## config.mk

```make
export PLATFORM = sky130hd
export DESIGN_NAME = hazard_ctr
export DESIGN_NICKNAME = d
export VERILOG_FILES = /design/src/rtl/hazard_ctr.sv
export SDC_FILE = /design/constraint.sdc
export NUM_CORES = 1
export LEC_CHECK = 0
export BUFFER_PORTS_ARGS = -buffer_cell sky130_fd_sc_hd__buf_2
export CORE_MARGIN = 8
export CORE_UTILIZATION = 30
export DETAILED_ROUTE_END_ITERATION = 6
export PLACE_DENSITY = 0.54
export SLEW_MARGIN = 15
export SYNTH_ARGS = -nofsm -noshare
export SYNTH_HDL_FRONTEND = slang
export SYNTH_SLANG_ARGS = --single-unit
```

## constraint.sdc

```tcl
create_clock -name clk -period 1.9 [get_ports clk]
set_input_delay 0.095 -clock clk [delete_from_list [all_inputs] [get_ports clk]]
set_output_delay 0.095 -clock clk [all_outputs]
set_load 0.05 [all_outputs]
```

## src/rtl/hazard_ctr.sv

```systemverilog
// rtl/hazard_ctr.sv - scoreboard-based hazard, stall and forward-select controller for D stage (optional MDU busy tracking via HAZARD_MDU_EN)
module hazard_ctr #(
    parameter int  STAGES   = 3,
    parameter int  TW       = 2,
    parameter int  MULT_CYC = 5,
    parameter int  DIV_CYC  = 10,
    localparam int SW       = $clog2(STAGES + 1)
) (
    input  logic          clk,
    input  logic          reset,
    input  logic [4:0]    D_rs,
    input  logic [4:0]    D_rt,
    input  logic          D_rs_use,
    input  logic          D_rt_use,
    input  logic [TW-1:0] D_Tuse_rs,
    input  logic [TW-1:0] D_Tuse_rt,
    input  logic [4:0]    D_A3,
    input  logic [TW-1:0] D_Tnew,
    input  logic          D_md,
    input  logic          D_md_start,
    input  logic          D_md_div,
    input  logic          flush,
    output logic          stall,
    output logic [SW-1:0] fwd_rs_sel,
    output logic [SW-1:0] fwd_rt_sel,
    output logic          md_busy,
    output logic [4:0]    E_A3
);

    // Scoreboard: index k is the instruction sitting in stage k after D.
    logic [4:0]    a3_q   [1:STAGES];
    logic [4:0]    a3_d   [1:STAGES];
    logic [TW-1:0] tnew_q [1:STAGES];
    logic [TW-1:0] tnew_d [1:STAGES];

    logic          rs_stall;
    logic          rt_stall;
    logic          md_stall;
    logic          accept;

    // An instruction leaves D only when it is neither stalled nor killed.
    assign accept = !stall && !flush;

    // Returns {stall, sel}; scanning from oldest to youngest lets the youngest writer win.
    function automatic logic [SW:0] resolve(input logic [4:0] src,
                                            input logic rd_en,
                                            input logic [TW-1:0] tuse);
        logic [SW:0] r;
        r = '0;
        if (rd_en && (src != 5'd0)) begin
            for (int k = STAGES; k >= 1; k--) begin
                if (a3_q[k] == src) begin
                    if (tnew_q[k] == '0) begin
                        r = {1'b0, SW'(k)};
                    end else if (tnew_q[k] > tuse) begin
                        r = {1'b1, {SW{1'b0}}};
                    end else begin
                        r = '0;
                    end
                end
            end
        end
        return r;
    endfunction

    // Per-source hazard resolution against the current scoreboard.
    always_comb begin
        {rs_stall, fwd_rs_sel} = resolve(D_rs, D_rs_use, D_Tuse_rs);
        {rt_stall, fwd_rt_sel} = resolve(D_rt, D_rt_use, D_Tuse_rt);
    end

    assign stall = rs_stall | rt_stall | md_stall;
    assign E_A3  = a3_q[1];

    // Next scoreboard: stage 1 takes D or a bubble, later stages shift with saturating tnew decrement.
    always_comb begin
        for (int k = 1; k <= STAGES; k++) begin
            a3_d[k]   = '0;
            tnew_d[k] = '0;
        end
        if (accept) begin
            a3_d[1]   = D_A3;
            tnew_d[1] = D_Tnew;
        end
        for (int k = 2; k <= STAGES; k++) begin
            a3_d[k]   = a3_q[k-1];
            tnew_d[k] = (tnew_q[k-1] != '0) ? (tnew_q[k-1] - TW'(1)) : '0;
        end
    end

    // Scoreboard registers.
    always_ff @(posedge clk or posedge reset) begin
        if (reset) begin
            for (int k = 1; k <= STAGES; k++) begin
                a3_q[k]   <= '0;
                tnew_q[k] <= '0;
            end
        end else begin
            for (int k = 1; k <= STAGES; k++) begin
                a3_q[k]   <= a3_d[k];
                tnew_q[k] <= tnew_d[k];
            end
        end
    end

`ifdef HAZARD_MDU_EN
    localparam int MAXC = (MULT_CYC > DIV_CYC) ? MULT_CYC : DIV_CYC;
    localparam int CW   = $clog2(MAXC + 1);

    logic [CW-1:0] cnt_q;
    logic [CW-1:0] cnt_d;

    // Busy window: load on an accepted start, otherwise count down to idle.
    always_comb begin
        cnt_d = cnt_q;
        if (D_md_start && accept) begin
            cnt_d = D_md_div ? CW'(DIV_CYC) : CW'(MULT_CYC);
        end else if (cnt_q != '0) begin
            cnt_d = cnt_q - CW'(1);
        end
    end

    // MDU busy counter register.
    always_ff @(posedge clk or posedge reset) begin
        if (reset) begin
            cnt_q <= '0;
        end else begin
            cnt_q <= cnt_d;
        end
    end

    assign md_busy  = (cnt_q != '0);
    assign md_stall = D_md && md_busy;
`else
    logic unused_md;
    assign unused_md = ^{D_md, D_md_start, D_md_div};
    assign md_busy   = 1'b0;
    assign md_stall  = 1'b0;
`endif

endmodule

```

==> qor.yml <==
grt:
  overflow: 0
  first_global_vias: 1342
  antenna_found_initial: 0
  track_usage: 0.107
  grt_max_degree: 22
  grt_pass1_wl_mm: 6.37
critical_path:
  r2r-start: "a3_q[2]"
  r2r_setup_slack_ns: -0.04
  r2r_end: "tnew_q[4]"
  crit_path_max_fanout: 2
  cpMaxStageDelayCell: "dfrtp_1"
  cp-start-kind: "register"
  cpPeakStageDelay_ns: 0.39
  critical_path.endpoint_type: "output pin"
  cp.required_ns: 1.80
  crit_path_end: "stall"
  r2r_cells: 7
  startpoint: "a3_q[2]"
  critPathKind: "register to output pin"
  path_cells: "nor2b_4 > a2111oi_4 > nand3_2 > or3_4 > a21oi_4 > or2_4 > buf_8"
  worstPathArrival_ns: 2.11
place:
  place_congestion: 0.864
  hpwl_mm: 3.04
  place_ws_ns: -0.0852
  io_buffers: 35
cts:
  worstSkewPairLatency_ns: 0.26
  cts_root_buf: "clkbuf_8"
  ctsHtreeMaxLevel: 1
  tritoncts: "done"
  cts-buffers-inserted: 3
  clkSinkCount: 21
  clock_path_buffers: 2
  clk_pin_slew_worst_paths_ns: 0.08
worst_hold_path:
  min_path_type: "input pin to register"
synth:
  syn-num-nets: 189
  syn_avg_cell_area_um2: 9.99
  netlist_instances: 148
  synth_cell_type_count: 35
  synth_warnings: 0
  ys_seq_area_frac: 0.355
  synth_seq_cells: 21
  synthesis.area_mm2: 0.00148
die:
  start_util: 0.311
  die_w_um: 86.2
  row_count: 25
  io_pins: 40
  core_mm2: 0.00475
  die_area_mm2: 0.00743
  die_h_um: 86.2
timing:
  slew_viol_final: 0
  slew_headroom: 0.675
  fin_crit_sh: 1.16
  setup_viol: 11
  fin_ws_ns: -0.303
  clock_skew_ns: 0.00206
  rsz0062_at_grt: "yes"
  worst_slew_pin_slew_ns: 0.476
  hold_violations: 0
  fin_crit_ns: 2.20
  max_freq_mhz: 454
cells_and_area:
  most-common-layout-cells: "buf_2 (30), buf_4 (23), dfrtp_1 (21)"
  multi_input_area_mm2: 0.00101
  seq_area_um2: 526
  fillCellCount: 499
  layout-drive-gt1-share: 0.461
  antenna_cells: 0
  layout_commonest_cell: "buf_2"
  final_nets: 248
  syn2layout_area_growth_pct: 42.4
run:
  max_cap_violations: 0
status:
  failed_checks: "setup timing"
  status: "finished, violations left"
detailed_routing:
  vias: 1277
  wire_per_inst_um: 14.3
  ant_nets: 0
  vias_per_cell: 4.68
  dr.pass1.iters: 4
  wl_mm: 3.90
  drc: 0
  first_iter_violations: 22
power_and_ir_drop:
  pwr-share-comb: 0.280
  p_switching_w: 0.000345
  vdd_drop_max_mv: 0.394
  power_w: 0.00110
  seqPwrFrac: 0.443
  sw_frac_of_total: 0.313
  pwr-share-clk: 0.277
  p_leak_nw: 0.964
  power_density_mw_per_mm2: 523
  internal_power_w: 0.000756
sequential cells by signal, summed over array words and instances, names as in the netlist:
register and cells:
tnew_q 6, a3_q 5, a3_d 5, E_A3 5
synth_stat cells, drive strengths merged:
library cell	number	area, um^2
nor4b	7	61.3
or2	2	12.5
mux2i	1	10.0
nor3	6	30.0
or4	2	15.0
mux2	1	11.3
nor2	7	26.3
and2	2	12.5
buf	6	45.0
o2111ai	1	8.76
dfrtp	21	526
xnor2	11	96.3
a2bb2oi	1	15.0
inv	9	33.8
nor2b	9	56.3
a21oi	10	61.3
and3	1	6.26
o21ai	5	32.5
o211ai	1	7.51
nand3	6	30.0
xor2	15	131
or3	1	11.3
nor4	1	6.26
a2111o	1	12.5
o2111a	1	11.3
nand4	1	6.26
conb	1	3.75
nand2b	4	25.0
ha	12	150
a2111oi	2	23.8
power groups by stage:
| stage | Clock, W | Combinational, W | Sequential (W) |
|---|---|---|---|
| floorplan | 0 | 0.000171 | 0.000496 |
| global placement | 0 | 0.000272 | 0.000496 |
| detailed placement | 0 | 0.000273 | 0.000497 |
| CTS | 0.000314 | 0.000288 | 0.000488 |
| global route | 0.000331 | 0.000340 | 0.000491 |
| finish | 0.000305 | 0.000308 | 0.000488 |
routing by layer:
layer	global-route usage	share of wire
met1	0.126	0.43
met2	0.192	0.52
met3	0.0161	0.037
met4	0.0376	0.013
met5	0	0
worst min path at each step:
stage,start,end,slack [ns],cells after the start
floorplan,reset,E_A3[0],0.07,1
global placement,reset,tnew_q[3],0.14,3
detailed placement,reset,tnew_q[3],0.14,3
CTS,flush,E_A3[3],0.07,2
global route,D_Tnew[0],tnew_q[4],0.09,2
finish,D_Tnew[1],tnew_q[5],0.09,2
cells by family (layout without fill, tap and decap cells):
kind of cell    Yosys count  count (layout)  share of synthesized area
simple gates             49              49                      0.202
xor+xnor                 26              26                      0.154
compound gates           22              22                      0.117
flops                    21              21                      0.355
buf+inv                  15              73                     0.0533
fa+ha+maj                12              12                      0.102
mux                       2               2                     0.0144
other cells               1               1                    0.00254
layout make-up:
cell class / count / area share
Clock inverter: 1 / 0.00357
Inverter: 9 / 0.0160
Tap cell: 67 / 0.0398
Clock buffer: 3 / 0.0196
Sequential cell: 21 / 0.250
Multi-Input combinational cell: 112 / 0.480
Timing Repair Buffer: 60 / 0.192
metrics by stage:
stage           util  instances  cell area, um^2  hold WS (ns)  setup TNS [ns]
4_1_cts        0.417        271             1980        0.0749          -0.792
3_5_place_dp   0.392        266             1870         0.144          -0.101
5_1_grt        0.443        273             2110        0.0895           -1.98
2_1_floorplan      -        148             1490        0.0715               0
3_3_place_gp   0.392        266             1870         0.139         -0.0931
6_report       0.443        273             2110        0.0906          -0.969
critical path: cells and delay by family, from the launching register on:
kind                   cells  cell delay, ns
AOI/OAI and AO/OA          2            0.51
buffers and inverters      1            0.14
DFF                        1            0.39
and+or+nand+nor            4            0.81
what timing repair did:
action	in CTS	in global routing
pin swaps	3	16
hold buffers	1	0
setup buffers	0	4
resized for setup	16	21
cloned	0	0
endpoints found under the setup margin	8	12
hold endpoints to repair	21	0
(Power assumes the default switching activity.)
